$ cat src/rtl/caxi4interconnect_gray_ptr_rx_pkg.sv
// Shared helpers for the CDC FIFO Gray pointer transmitter/receiver pair.
//   ptr_w_of        : pointer width (address width plus a wrap bit)
//   sync_stages_ok  : legal synchroniser depth check
//   bin2gray        : binary to reflected Gray
//   gray2bin        : reflected Gray to binary
// The conversions work on a fixed PTR_MAX_W-bit container. Callers
// zero-extend their pointer into it and truncate the result. Leading
// zeros are neutral for both conversions.
package caxi4interconnect_gray_ptr_rx_pkg;

    localparam int PTR_MAX_W   = 32;
    localparam int SYNC_MIN    = 2;
    localparam int SYNC_MAX    = 4;

    function automatic int ptr_w_of(input int addr_width);
        return addr_width + 1;
    endfunction

    function automatic bit sync_stages_ok(input int n);
        return (n >= SYNC_MIN) && (n <= SYNC_MAX);
    endfunction

    function automatic logic [PTR_MAX_W-1:0] bin2gray(input logic [PTR_MAX_W-1:0] b);
        return b ^ (b >> 1);
    endfunction

    function automatic logic [PTR_MAX_W-1:0] gray2bin(input logic [PTR_MAX_W-1:0] g);
        logic [PTR_MAX_W-1:0] b;
        b[PTR_MAX_W-1] = g[PTR_MAX_W-1];
        for (int i = PTR_MAX_W-2; i >= 0; i--)
            b[i] = b[i+1] ^ g[i];
        return b;
    endfunction

endpackage

$ cat src/rtl/caxi4interconnect_gray_ptr_rx_gray2bin.sv
// Combinational Gray to binary decoder.
//   gray : Gray-coded input, n_bits wide
//   bin  : binary equivalent, n_bits wide
module caxi4interconnect_Gray2Bin
    import caxi4interconnect_gray_ptr_rx_pkg::*;
#(
    parameter int n_bits = 5
) (
    input  logic [n_bits-1:0] gray,
    output logic [n_bits-1:0] bin
);

    assign bin = n_bits'(gray2bin(PTR_MAX_W'(gray)));

endmodule

$ cat src/rtl/caxi4interconnect_gray_ptr_rx.sv
// Read-side pointer receiver for a clock-domain-crossing FIFO.
// Synchronises the Gray write pointer into ACLK, decodes it to binary and
// keeps the local read pointer in binary and Gray form.
//   ACLK, sysReset : read clock, synchronous active-high reset
//   grayPtrIn      : Gray write pointer from the write domain
//   rdEn           : pop request
//   rdAddr         : RAM read address (low bits of rdPtrBin)
//   rdPtrBin/Gray  : registered read pointer; Gray copy goes to write side
//   wrPtrBinSync   : synchronised, decoded write pointer
//   empty, fillLevel, popAck : derived from registers and rdEn only
//   underflowErr   : sticky, set on a pop attempt while empty
module caxi4interconnect_gray_ptr_rx
    import caxi4interconnect_gray_ptr_rx_pkg::*;
#(
    parameter  int ADDR_WIDTH  = 4,
    parameter  int SYNC_STAGES = 2,
    localparam int PTR_W       = ptr_w_of(ADDR_WIDTH)
) (
    input  logic                  ACLK,
    input  logic                  sysReset,
    input  logic [PTR_W-1:0]      grayPtrIn,
    input  logic                  rdEn,
    output logic [ADDR_WIDTH-1:0] rdAddr,
    output logic [PTR_W-1:0]      rdPtrBin,
    output logic [PTR_W-1:0]      rdPtrGray,
    output logic [PTR_W-1:0]      wrPtrBinSync,
    output logic                  empty,
    output logic [PTR_W-1:0]      fillLevel,
    output logic                  popAck,
    output logic                  underflowErr
);

    if (!sync_stages_ok(SYNC_STAGES)) begin : g_bad_sync
        $error("caxi4interconnect_gray_ptr_rx: SYNC_STAGES must be 2..4");
    end

    logic [SYNC_STAGES-1:0][PTR_W-1:0] sync_q;
    logic [PTR_W-1:0]                  wr_bin_dec;
    logic [PTR_W-1:0]                  rd_bin_nxt;
    logic [PTR_W-1:0]                  rd_gray_nxt;

    // Plain flop chain: the write side changes one Gray bit at a time, so
    // whatever the first stage captures is either the old or new pointer.
    always_ff @(posedge ACLK) begin
        if (sysReset) sync_q <= '0;
        else          sync_q <= {sync_q[SYNC_STAGES-2:0], grayPtrIn};
    end

    caxi4interconnect_Gray2Bin #(.n_bits(PTR_W)) u_wr_g2b (
        .gray (sync_q[SYNC_STAGES-1]),
        .bin  (wr_bin_dec)
    );

    assign rd_bin_nxt  = rdPtrBin + PTR_W'(1);
    assign rd_gray_nxt = PTR_W'(bin2gray(PTR_MAX_W'(rd_bin_nxt)));

    // Modular subtraction: the wrap bit makes a full FIFO read as 2^ADDR_WIDTH.
    assign empty     = (rdPtrBin == wrPtrBinSync);
    assign fillLevel = wrPtrBinSync - rdPtrBin;
    assign popAck    = rdEn && !empty;
    assign rdAddr    = rdPtrBin[ADDR_WIDTH-1:0];

    always_ff @(posedge ACLK) begin
        if (sysReset) begin
            wrPtrBinSync <= '0;
            rdPtrBin     <= '0;
            rdPtrGray    <= '0;
            underflowErr <= 1'b0;
        end else begin
            wrPtrBinSync <= wr_bin_dec;
            // Binary and Gray copies advance together so the write side
            // never sees a Gray value that disagrees with rdAddr.
            if (popAck) begin
                rdPtrBin  <= rd_bin_nxt;
                rdPtrGray <= rd_gray_nxt;
            end
            if (rdEn && empty)
                underflowErr <= 1'b1;
        end
    end

endmodule

$ cat config.mk
export PLATFORM = sky130hd
export DESIGN_NAME = caxi4interconnect_gray_ptr_rx
export DESIGN_NICKNAME = d
export VERILOG_FILES = /design/src/rtl/caxi4interconnect_gray_ptr_rx_pkg.sv /design/src/rtl/caxi4interconnect_gray_ptr_rx_gray2bin.sv /design/src/rtl/caxi4interconnect_gray_ptr_rx.sv
export SDC_FILE = /design/constraint.sdc
export NUM_CORES = 1
export LEC_CHECK = 0
export ABC_AREA = 1
export CORE_ASPECT_RATIO = 0.6
export CORE_UTILIZATION = 41
export DETAILED_ROUTE_END_ITERATION = 10
export PLACE_DENSITY = 0.74
export REMOVE_ABC_BUFFERS = 1
export SLEW_MARGIN = 20
export SYNTH_ARGS = -nofsm -noshare
export SYNTH_HDL_FRONTEND = slang
export SYNTH_SLANG_ARGS = --single-unit
$ cat constraint.sdc
create_clock -name ACLK -period 1.65 [get_ports ACLK]
set_clock_uncertainty 0.15 [all_clocks]
set_input_delay 0.2475 -clock ACLK [delete_from_list [all_inputs] [get_ports ACLK]]
set_output_delay 0.2475 -clock ACLK [all_outputs]
set_load 0.01 [all_outputs]
==> out/summary.md <==
The critical path goes through inv_2 -> ha_4 -> inv_2 -> fa_2 -> nand3_2 -> nand2_1 -> xor2_1 -> buf_2. Power per unit of standard cell area: 873 mW/mm². The first global-routing pass estimated 4960 µm of wire. The width of the chip is 71.5 µm.

Clock tree synthesis inserted a total of 3 buffers. The time the final worst path needs with I/O delays and setup was 1990 ps; the distinct cell type count after synthesis was 19. Counting tap cells, the placed design contains a total of 243 instances.

Standard-cell row count: 14. The top cell type by total area after synthesis is sky130_fd_sc_hd__dfxtp_1. STA puts the critical path data arrival time at 1590 ps. Worst min-delay path class: flip-flop to flip-flop. The placeable core area is 0.00263 mm². In this run, post-CTS hold repair placed 0 buffers. Setup repair after global routing could not meet its margin everywhere. Synthesis handed over a netlist of 163 instances. TritonCTS built the clock tree.

After layout, the worst path uses 121% of the clock period. At the worst endpoint, the required time is 1250 ps. Detailed placement ended at an HPWL of 2120 µm. The clock-pin transition on the worst setup and hold timing paths is 90 ps, and the setup slack of the critical path after layout is -340 ps.

The count of inserted antenna diode cells was 0; the placed standard-cell area was 0.00168 mm². Along the worst path, the maximum fanout reaches 2. Final setup TNS: -1920 ps. After synthesis, flip-flops and latches occupy 42.1% of the total area.

The insertion delay to the later sink of the worst-skew pair was 280 ps; the post-synth design cell area was 0.00119 mm². The share of final-layout standard cells stronger than drive strength 1 is 35.6%, and the highest attainable clock frequency is 503 MHz. Uppermost layer routed: met4. After synthesis the netlist holds a flip-flop and latch count of 25. Across the run, the number of max-cap violations was 0. From bottom edge to top edge, the die measures 43.7 µm.

Count of endpoints failing hold in the final timing report: 0. Buffers placed on the I/O ports in this run total 34. Summed over its instances, the top area cell type makes up 42.1% of the synthesized netlist area. The worst-case IR drop observed on VDD is 660 µV. For this run, the number of standard cells in the final layout without fillers is 257. The clock net in this run drives a total of 25 sinks. Hold is met by 255 ps. Headroom to the max-slew limit came out at 88.6%. Once layout is done, the placed cells without fillers occupy 0.00193 mm². STA classifies the critical path endpoint as an output port. The area growth from synthesis to layout was 62.6%. After synthesis, the cell types taking the most area are sky130_fd_sc_hd__dfxtp_1, sky130_fd_sc_hd__nand2_1, sky130_fd_sc_hd__inv_1, sky130_fd_sc_hd__nor2_1, sky130_fd_sc_hd__ha_1. The maximum number of pins on one net before global-route repair came out at 17. For the count of warnings emitted by yosys, the log shows 0.

The routed length on met2 is 1580 µm. The leakage power is 0.947 nW, and the via count of the routed design is 1219. Cells fill 73.6% of the core in the end. Final number of max-transition violations: 0. The average wire length per cell after detail routing is 12.7 µm, and the first-iteration detailed-routing DRC count is 66. Standard cell with the maximum stage delay on the critical path: sky130_fd_sc_hd__fa_2. The final reports fail on negative setup slack. The routed design uses 256 µm of met3 wire. The vias per cell is 4.74. The top cell types in the final layout, fill and taps aside, are sky130_fd_sc_hd__nand2_1, sky130_fd_sc_hd__buf_4, sky130_fd_sc_hd__inv_1. The cell type with the highest occurrence count on the critical path is sky130_fd_sc_hd__inv_2. The run gives 35 as the number of top-level pins. Counting along the longest clock path gives a buffer depth of 2. The routed design has 3270 µm of wire. In this design, the stage delay of the slowest critical-path cell is 350 ps. The cell chosen for the clock root was sky130_fd_sc_hd__clkbuf_8. Setup violations remaining at the end of the flow were counted as 13. The number of global-route vias before repair came out at 1117. Remaining routing DRC violations: 0. At the pin with the least slew margin, the transition time is 171 ps. Summed over all layers, the global routing overflow is 0. The global-route usage over all layers is 21.5%. The tools report the routed length on met1 as 1380 µm.

The total iterations of the first detailed-routing run is 4. The run finished, with violations left. Number of antenna violations at the first check in global routing: 0.

STA classifies the critical path startpoint as a flip-flop. The tools report the final weighted congestion in routability-driven placement as 0.832. The critical path is of the flip-flop to output port type. For this configuration, the core starts out at a cell density of 45.2%. For the number of nets with antenna violations after routing, the log shows 0.

The die covers 0.00313 mm². The library cell used most frequently in the layout, excluding fill and tap cells, is sky130_fd_sc_hd__nand2_1. After synthesis, the mean cell area works out to 7.29 µm². For the layout net count, the log shows 240.

The tools report the H-tree depth as 1.
## final timing paths
| kind | depth (start not counted) | endpoint | start | slack (ps) |
|---|---|---|---|---|
| max | 8 | fillLevel[4] | wrPtrBinSync[0] | -340 |
| min | 2 | sync_q[7] | sync_q[2] | 250 |
| max reg2reg | 11 | rdPtrGray[2] | rdPtrBin[2] | -160 |
| min reg2reg | 2 | sync_q[7] | sync_q[2] | 250 |
## power breakdown
part	internal, W	switching, W
Combinational	0.000338	0.000291
Sequential	0.000642	0.0000247
Clock	0.000177	0.000214
Total	0.00116	0.000529
## per-layer routing
metal / global-route usage (%) / up-vias
met3: 5.35 / 6
met5: 0 / -
met4: 8.24 / 0
met1: 25.1 / 540
met2: 38.9 / 58
li1: - / 615
## state kept, by name, indices dropped and copies added (netlist names)
register / count
underflowErr: 1
rdPtrBin: 5
sync_q: 10
rdPtrGray: 4
wrPtrBinSync: 5
## per-stage QoR
stage | worst slack, ps | power [W]
final | -340 | 0.00169
after CTS | -391 | 0.00160
after global placement | -491 | 0.00117
after global routing | -413 | 0.00177
after detailed placement | -561 | 0.00118
after floorplan | -268 | 0.000898
## critical path: cells and delay by family (launching register included)
| family | cells | cell delay (ps) |
|---|---|---|
| DFF | 1 | 340 |
| buffers and inverters | 3 | 230 |
| and+or+nand+nor | 2 | 130 |
| adders and majority gates | 2 | 480 |
| xor gates and xnor gates | 1 | 140 |
## timing repair
item,4_1_cts,5_1_grt
cloned,0,1
setup buffers,5,6
resized for setup,72,17
setup endpoints to repair,31,16
pin swaps,11,9
endpoints found under the hold margin,0,0
## cells in the mapped netlist
cell and count:
sky130_fd_sc_hd__fa_1 1, sky130_fd_sc_hd__buf_4 5, sky130_fd_sc_hd__xor2_1 3, sky130_fd_sc_hd__nand3b_1 1, sky130_fd_sc_hd__nand4_1 2, sky130_fd_sc_hd__nand2_1 34
sky130_fd_sc_hd__inv_1 30, sky130_fd_sc_hd__dfxtp_1 25, sky130_fd_sc_hd__clkbuf_1 2, sky130_fd_sc_hd__nand3_1 10, sky130_fd_sc_hd__nor2_1 22, sky130_fd_sc_hd__o21ai_0 3
sky130_fd_sc_hd__nor2_2 2, sky130_fd_sc_hd__buf_6 1, sky130_fd_sc_hd__nand2_4 1, sky130_fd_sc_hd__xnor2_1 2, sky130_fd_sc_hd__ha_1 5, sky130_fd_sc_hd__a21oi_1 11
sky130_fd_sc_hd__nand2_2 3
## kinds of logic after synthesis
logic type	Yosys count	share of synthesized area, %
fa+ha+maj	6	6.95
xor+xnor	5	3.68
compound gates	14	5.89
simple gates	75	27.2
flops	25	42.1
buf+inv	38	14.2
## cell type report
class,instances,area [µm²]
multi-input cells,100,633
clock inverters,1,8.76
well taps,32,40.0
clock buffers,3,41.3
fillers,193,694
flip-flops and latches,25,515
repair buffers,66,582
inverters,30,113
Power figures use the tool's default switching activity.
